`src/rtl/control_unit.sv`:
```
// control_unit -- hardwired Moore control sequencer for the datapath.
//
// Steps RST -> T0..T7 (one step per Clock) and raises the datapath control
// strobes for the current step of the instruction held in IR. The opcode is
// IR[IRW-1 -: OPW]. The register fields Ra/Rb/Rc are selected in the datapath
// through Gra/Grb/Grc, so they are not decoded here.
//
// Optional feature: define CU_SINGLE_STEP_EN to add the Step input and a WAIT
// state. Each instruction boundary then parks in WAIT until Step rises.
//
// Ports
//   Clock, Reset       clock; synchronous active-high reset (state -> RST)
//   IR[IRW-1:0]        instruction register contents
//   CON                branch condition, only consulted in br T6
//   Stop               halt request, honoured at an instruction boundary
//   Step               single-step advance (CU_SINGLE_STEP_EN only)
//   PCout..OUTPORTin   one-bit datapath strobes
//   alu_op[OPW-1:0]    ALU function: opcode in ALU steps, ADD for address calc
//   Run                1 while executing T0..T7
module control_unit #(
  parameter int OPW = 5,
  parameter int IRW = 32
) (
  input  logic           Clock,
  input  logic           Reset,
  input  logic [IRW-1:0] IR,
  input  logic           CON,
  input  logic           Stop,
`ifdef CU_SINGLE_STEP_EN
  input  logic           Step,
`endif
  output logic           PCout,
  output logic           PCin,
  output logic           IncPC,
  output logic           MARin,
  output logic           MDRin,
  output logic           MDRout,
  output logic           IRin,
  output logic           Read,
  output logic           write,
  output logic           Yin,
  output logic           Zin,
  output logic           ZHIout,
  output logic           ZLOout,
  output logic           HIin,
  output logic           LOin,
  output logic           HIout,
  output logic           LOout,
  output logic           Gra,
  output logic           Grb,
  output logic           Grc,
  output logic           Rin,
  output logic           Rout,
  output logic           BAout,
  output logic           Cout,
  output logic           CONin,
  output logic           INPORTout,
  output logic           OUTPORTin,
  output logic [OPW-1:0] alu_op,
  output logic           Run
);

  localparam logic [OPW-1:0] OP_LD   = 5'b00000;
  localparam logic [OPW-1:0] OP_LDI  = 5'b00001;
  localparam logic [OPW-1:0] OP_ST   = 5'b00010;
  localparam logic [OPW-1:0] OP_ADD  = 5'b00011;
  localparam logic [OPW-1:0] OP_SUB  = 5'b00100;
  localparam logic [OPW-1:0] OP_AND  = 5'b00101;
  localparam logic [OPW-1:0] OP_OR   = 5'b00110;
  localparam logic [OPW-1:0] OP_ADDI = 5'b01000;
  localparam logic [OPW-1:0] OP_ANDI = 5'b01001;
  localparam logic [OPW-1:0] OP_ORI  = 5'b01010;
  localparam logic [OPW-1:0] OP_MUL  = 5'b01011;
  localparam logic [OPW-1:0] OP_DIV  = 5'b01100;
  localparam logic [OPW-1:0] OP_BR   = 5'b10010;
  localparam logic [OPW-1:0] OP_JR   = 5'b10011;
  localparam logic [OPW-1:0] OP_JAL  = 5'b10100;
  localparam logic [OPW-1:0] OP_IN   = 5'b10101;
  localparam logic [OPW-1:0] OP_OUT  = 5'b10110;
  localparam logic [OPW-1:0] OP_MFHI = 5'b10111;
  localparam logic [OPW-1:0] OP_MFLO = 5'b11000;
  localparam logic [OPW-1:0] OP_HALT = 5'b11010;

  // T0..T7 are consecutive so the sequencer can simply increment.
  typedef enum logic [3:0] {
    S_RST  = 4'd0,
    S_T0   = 4'd1,
    S_T1   = 4'd2,
    S_T2   = 4'd3,
    S_T3   = 4'd4,
    S_T4   = 4'd5,
    S_T5   = 4'd6,
    S_T6   = 4'd7,
    S_T7   = 4'd8,
`ifdef CU_SINGLE_STEP_EN
    S_WAIT = 4'd10,
`endif
    S_HALT = 4'd9
  } state_t;

  state_t         state;
  state_t         last_step;
  state_t         boundary_next;
  logic [OPW-1:0] op;
  logic           unused_ir_fields;

  assign op               = IR[IRW-1 -: OPW];
  assign unused_ir_fields = ^IR[IRW-OPW-1:0];

`ifdef CU_SINGLE_STEP_EN
  logic step_prev;
  assign boundary_next = S_WAIT;
`else
  assign boundary_next = S_T0;
`endif

  // Final step of each instruction; nop, halt and unassigned opcodes end at T2.
  always_comb begin
    last_step = S_T2;
    case (op)
      OP_ADD, OP_SUB, OP_AND, OP_OR,
      OP_ADDI, OP_ANDI, OP_ORI, OP_LDI:        last_step = S_T5;
      OP_MUL, OP_DIV, OP_BR:                   last_step = S_T6;
      OP_LD, OP_ST:                            last_step = S_T7;
      OP_JAL:                                  last_step = S_T4;
      OP_JR, OP_IN, OP_OUT, OP_MFHI, OP_MFLO:  last_step = S_T3;
      default: ;
    endcase
  end

  always_ff @(posedge Clock) begin
    if (Reset) begin
      state <= S_RST;
`ifdef CU_SINGLE_STEP_EN
      step_prev <= 1'b0;
`endif
    end else begin
`ifdef CU_SINGLE_STEP_EN
      step_prev <= Step;
`endif
      case (state)
        S_RST:  state <= S_T0;
        S_HALT: state <= S_HALT;
`ifdef CU_SINGLE_STEP_EN
        S_WAIT: begin
          if (Stop)
            state <= S_HALT;
          else if (Step && !step_prev)
            state <= S_T0;
        end
`endif
        default: begin
          if (state == S_T2 && op == OP_HALT)
            state <= S_HALT;
          else if (state == last_step)
            state <= Stop ? S_HALT : boundary_next;
          else
            state <= state_t'(state + 4'd1);
        end
      endcase
    end
  end

  // Strobes are decoded from the registered step and IR rather than registered
  // themselves: IR is only loaded at the end of T2, so a registered decode
  // would see the previous instruction on entry to T3.
  always_comb begin
    PCout = 1'b0;  PCin = 1'b0;  IncPC = 1'b0;  MARin = 1'b0;
    MDRin = 1'b0;  MDRout = 1'b0;  IRin = 1'b0;  Read = 1'b0;
    write = 1'b0;  Yin = 1'b0;  Zin = 1'b0;  ZHIout = 1'b0;
    ZLOout = 1'b0;  HIin = 1'b0;  LOin = 1'b0;  HIout = 1'b0;
    LOout = 1'b0;  Gra = 1'b0;  Grb = 1'b0;  Grc = 1'b0;
    Rin = 1'b0;  Rout = 1'b0;  BAout = 1'b0;  Cout = 1'b0;
    CONin = 1'b0;  INPORTout = 1'b0;  OUTPORTin = 1'b0;
    alu_op = '0;
    Run = state inside {[S_T0:S_T7]};
    case (state)
      S_T0: begin PCout = 1'b1; MARin = 1'b1; end
      S_T1: begin Read = 1'b1; MDRin = 1'b1; PCin = 1'b1; IncPC = 1'b1; end
      S_T2: begin MDRout = 1'b1; IRin = 1'b1; end
      S_T3: begin
        case (op)
          OP_ADD, OP_SUB, OP_AND, OP_OR,
          OP_ADDI, OP_ANDI, OP_ORI:     begin Grb = 1'b1; Rout = 1'b1; Yin = 1'b1; end
          OP_MUL, OP_DIV:               begin Gra = 1'b1; Rout = 1'b1; Yin = 1'b1; end
          OP_LD, OP_LDI, OP_ST:         begin Grb = 1'b1; BAout = 1'b1; Yin = 1'b1; end
          OP_BR:                        begin Gra = 1'b1; Rout = 1'b1; CONin = 1'b1; end
          OP_JR:                        begin Gra = 1'b1; Rout = 1'b1; PCin = 1'b1; end
          OP_JAL:                       begin PCout = 1'b1; Grb = 1'b1; Rin = 1'b1; end
          OP_IN:                        begin INPORTout = 1'b1; Gra = 1'b1; Rin = 1'b1; end
          OP_OUT:                       begin Gra = 1'b1; Rout = 1'b1; OUTPORTin = 1'b1; end
          OP_MFHI:                      begin HIout = 1'b1; Gra = 1'b1; Rin = 1'b1; end
          OP_MFLO:                      begin LOout = 1'b1; Gra = 1'b1; Rin = 1'b1; end
          default: ;
        endcase
      end
      S_T4: begin
        case (op)
          OP_ADD, OP_SUB, OP_AND, OP_OR: begin Grc = 1'b1; Rout = 1'b1; Zin = 1'b1; alu_op = op; end
          OP_ADDI, OP_ANDI, OP_ORI:      begin Cout = 1'b1; Zin = 1'b1; alu_op = op; end
          OP_MUL, OP_DIV:                begin Grb = 1'b1; Rout = 1'b1; Zin = 1'b1; alu_op = op; end
          OP_LD, OP_LDI, OP_ST:          begin Cout = 1'b1; Zin = 1'b1; alu_op = OP_ADD; end
          OP_BR:                         begin PCout = 1'b1; Yin = 1'b1; end
          OP_JAL:                        begin Gra = 1'b1; Rout = 1'b1; PCin = 1'b1; end
          default: ;
        endcase
      end
      S_T5: begin
        case (op)
          OP_ADD, OP_SUB, OP_AND, OP_OR,
          OP_ADDI, OP_ANDI, OP_ORI, OP_LDI: begin ZLOout = 1'b1; Gra = 1'b1; Rin = 1'b1; end
          OP_MUL, OP_DIV:                   begin ZLOout = 1'b1; LOin = 1'b1; end
          OP_LD, OP_ST:                     begin ZLOout = 1'b1; MARin = 1'b1; end
          OP_BR:                            begin Cout = 1'b1; Zin = 1'b1; alu_op = OP_ADD; end
          default: ;
        endcase
      end
      S_T6: begin
        case (op)
          OP_MUL, OP_DIV: begin ZHIout = 1'b1; HIin = 1'b1; end
          OP_LD:          begin Read = 1'b1; MDRin = 1'b1; end
          OP_ST:          begin Gra = 1'b1; Rout = 1'b1; MDRin = 1'b1; end
          // Branch target is always computed; CON decides whether PC takes it.
          OP_BR:          begin ZLOout = 1'b1; PCin = CON; end
          default: ;
        endcase
      end
      S_T7: begin
        case (op)
          OP_LD: begin MDRout = 1'b1; Gra = 1'b1; Rin = 1'b1; end
          OP_ST: write = 1'b1;
          default: ;
        endcase
      end
      default: ;
    endcase
  end

endmodule

```
`config.mk`:
```
export PLATFORM = sky130hd
export DESIGN_NAME = control_unit
export DESIGN_NICKNAME = d
export VERILOG_FILES = /design/src/rtl/control_unit.sv
export SDC_FILE = /design/constraint.sdc
export NUM_CORES = 1
export LEC_CHECK = 0
export CAP_MARGIN = 10
export CORE_UTILIZATION = 40
export CTS_CLUSTER_SIZE = 28
export DETAILED_ROUTE_END_ITERATION = 16
export PLACE_DENSITY = 0.92
export SYNTH_ARGS = -nofsm -noshare
export SYNTH_HDL_FRONTEND = slang
export SYNTH_SLANG_ARGS = --single-unit
```
`constraint.sdc`:
```
create_clock -name Clock -period 4.85 [get_ports Clock]
set_clock_uncertainty 0.1 [all_clocks]
set_input_delay 0.97 -clock Clock [delete_from_list [all_inputs] [get_ports Clock]]
set_output_delay 0.97 -clock Clock [all_outputs]
set_load 0.01 [all_outputs]
```
==> key figures <==
Yosys
  – Gate Count Post-Synth: 180
  – Synth cell count leaders: nor2_1, nand2_1, o21ai_0
  – Post-Synth Simple-Gate Area: 0.448
  – Post-synthesis adder-cell area fraction: 0.0429
  – Top area cells in the synthesized netlist: dfxtp_1, nor2_1, nand2_1, o21ai_0, nor2b_1
  – Asr flop ratio synth: 0
  – Synthesized area: 1170 sq um
  – Compound-cell area share of the yosys netlist: 0.250
  – Cell taking the most area after synthesis: dfxtp_1
  – Main combinational cell family by area after synthesis: simple AND/OR/NAND/NOR gates
  – Most frequent cell after synthesis: nor2_1
  – Synth warn: 0
  – Seq cells post-synth: 4
  – Avg Cell Area, Syn: 6.48 sq um
  – Synth unique cells: 56
  – Post-synthesis mux area share: 0.0268
  – Syn_nets: 220
  – Post-synthesis xor/xnor area fraction: 0.0526
  – Post-synth top area share: 0.0687
  – Sequential share of the synthesized area: 0.0687
  – Most used DFF post-synth: dfxtp_1
  – Post-synth EDFFs: 0

Clock network
  – CTS tree: yes
  – Resize count post-CTS: 0
  – Worst-Skew Late Latency: about 0.23 ns
  – CTS Sinks: 4
  – Clock Path Buffers: 2
  – Clk slew on worst S/H paths: 0.03 ns
  – H-Tree Depth: 1
  – Setup Buffers After CTS: 0
  – Cts bufs inserted: 3
  – Hold_buf cts: 0
  – Root Driver: clkbuf_4

Final layout
  – Top flop regs: state x4
  – Fillers: 261
  – Largest register FFs: 4
  – Finished Cell Area: around 1600 sq um
  – Diode count: 0
  – Reg with most FFs: state
  – Final design utilization: 0.584
  – Synth-to-layout area growth: 38.2%
  – Share of cells above drive strength 1: 0.101
  – Fin nets: 260

Timing
  – Setup WS post-layout: 0.413 ns
  – Crit share post-route: 0.915
  – RSZ-0062 raised after global routing: no
  – Tmin final: ~4.4 ns
  – Final Slew Violations: 0
  – Worst hold slack: 0.563 ns
  – FMAX: 225 MHz
  – Setup violators final: 0
  – Hold Vio Cnt, Final: 0
  – Fin Setup TNS: 0 ns

Critical path
  – Reg2Reg Capture Point: state[0]$_SDFF_PP0_
  – CP Data Required Time: ~3.8 ns
  – Worst R2R Start: state[0]$_SDFF_PP0_
  – Critical Path End Type: output pin
  – Reg2reg setup slack: 2.58 ns
  – Cell depth of the worst setup path: 9
  – CP Buf/Inv Count: 3
  – Reg2Reg Depth: 5
  – Worst EP arrival: 3.37 ns
  – Worst setup SP type: input port
  – CP max stage delay: 0.65 ns
  – Top delay family on crit path: buffers and inverters
  – CP Cell Sequence: clkdlybuf4s50_1 > buf_4 > and2_4 > xnor2_1 > nor2_1 > nor3_1 > nor2_1 > nor3b_1 > clkdlybuf4s50_1
  – Crit path kind: in -> out
  – Largest fanout on the critical path: 11
  – CP max stage cell: clkdlybuf4s50_1

Routing
  – Vias/cell: 5.91
  – Post-route DRC violation count: 0
  – Iter 0 DRT Violations: 82
  – Vias after detailed routing: 1,471
  – TritonRoute pass-1 iters: 4
  – Routed Antenna Nets: 0
  – Detailed-route wire length: 3550 um
  – Wirelength per Cell: between 10 and 15 um

Power and ir drop
  – VDD IR max: 159 uV
  – Sw frac: 0.409
  – Combinational power share: 0.597
  – LEAKAGE: around 0.6 nW
  – Sequential share of power: 0.204
  – Pwr dens: 126 nW/um^2
  – P_sw: 82.9 uW
  – Clock Power Share: 0.199
  – Cell Int Power: between 100 and 150 uW

GRT
  – Gr usage total: 0.223
  – Number of global-route vias before repair: approximately 1,400
  – Initial antenna violation count: 0
  – Grt total ovfl: 0
  – Largest net degree at the start of global routing: 17
  – First-pass GRT wire length: 5880 um

Floorplanning
  – DIE AREA: ~3100 sq um
  – Rows: 19
  – Core footprint: 2760 sq um
  – Starting Density: 0.423
  – Ports: 69
  – Die width: 56.0 um
  – DIE HEIGHT: 56.0 um

Place
  – GPL Wtd Cong: 0.882
  – Pre-CTS setup slack: 0.445 ns
  – DP HPWL: approximately 2800 um
  – Placement Cell Area: 1590 sq um
  – Port Buf Inserts: 40

Status
  – Status: complete, no violations

Worst hold path
  – Hold Path Cell Cnt: 2
  – Hold Path End: state[0]$_SDFF_PP0_
  – Hold Path Origin: state[0]$_SDFF_PP0_
  – Hold crit path type: reg -> reg

Job
  – Max_cap viols: 0
## logic make-up after synthesis
family	after synthesis
and+or+nand+nor	92
AOI/OAI and AO/OA	45
buffers and inverters	24
xor gates and xnor gates	7
adders and majority gates	4
DFF	4
muxes	3
other	1
## power by group through the flow
stage,registers [mW],clock network (mW),logic (mW)
finish,0.0412,0.0403,0.121
global route,0.0417,0.0423,0.131
CTS,0.0411,0.0424,0.120
detailed placement,0.0416,0,0.119
global placement,0.0410,0,0.116
floorplan,0.0388,0,0.0796
## per-layer routing
layer,vias to the layer above,track usage,part of all wire
li1,718,-,-
met1,658,0.293,0.40
met2,93,0.393,0.49
met3,2,0.0186,0.098
met4,0,0.0557,0.0054
met5,-,0,0
## cell usage in the layout, fill, tap and decap left out, types with 2 or more instances in the layout
cell and n:
nor3_1 8, mux2i_1 2, dfxtp_1 4, clkbuf_4 3
inv_1 7, buf_4 10, nor2b_1 9, and2_1 2
nor2_1 21, a31oi_1 2, a21oi_1 9, nand3_1 9
o211ai_1 2, nor3b_1 2, nand2_1 17, or3b_1 2
o21a_1 2, o31ai_1 2, xnor2_1 6, nand4b_1 2
o21ai_0 12, o21ai_1 3, and3_1 2, clkdlybuf4s50_1 40
a41oi_1 2, nor4_1 2, nand3b_1 2, nand2b_1 4
ha_1 4
## how the worst max path moves through the flow
stage	from	endpoint
finish	IR[27]	alu_op[2]
global route	IR[27]	alu_op[2]
CTS	IR[27]	alu_op[2]
detailed placement	IR[27]	alu_op[2]
global placement	IR[30]	Rout
floorplan	IR[30]	Rout
## cell type report
cell class,instances,area [sq um],share of cell area
clock buffers,3,22.5,0.0140
inverters,9,33.8,0.0210
multi-input cells,152,961,0.596
flip-flops and latches,4,80.1,0.0497
well taps,31,38.8,0.0241
repair buffers,50,475,0.295
## worst reg2reg max path, delay by kind of cell, from the launching register on
family	cells	cell delay, ns
AND/OR/NAND/NOR	2	0.96
adder cells (fa/ha/maj)	1	0.36
AO/OA/AOI/OAI	2	0.36
flip-flops	1	0.43
## metrics by stage
stage,total power [mW],cells
after floorplan,0.118,180
after global placement,0.157,246
after detailed placement,0.161,246
after CTS,0.203,249
after global routing,0.215,249
final,0.202,249
Note: power is estimated with default switching activity, not from simulation.
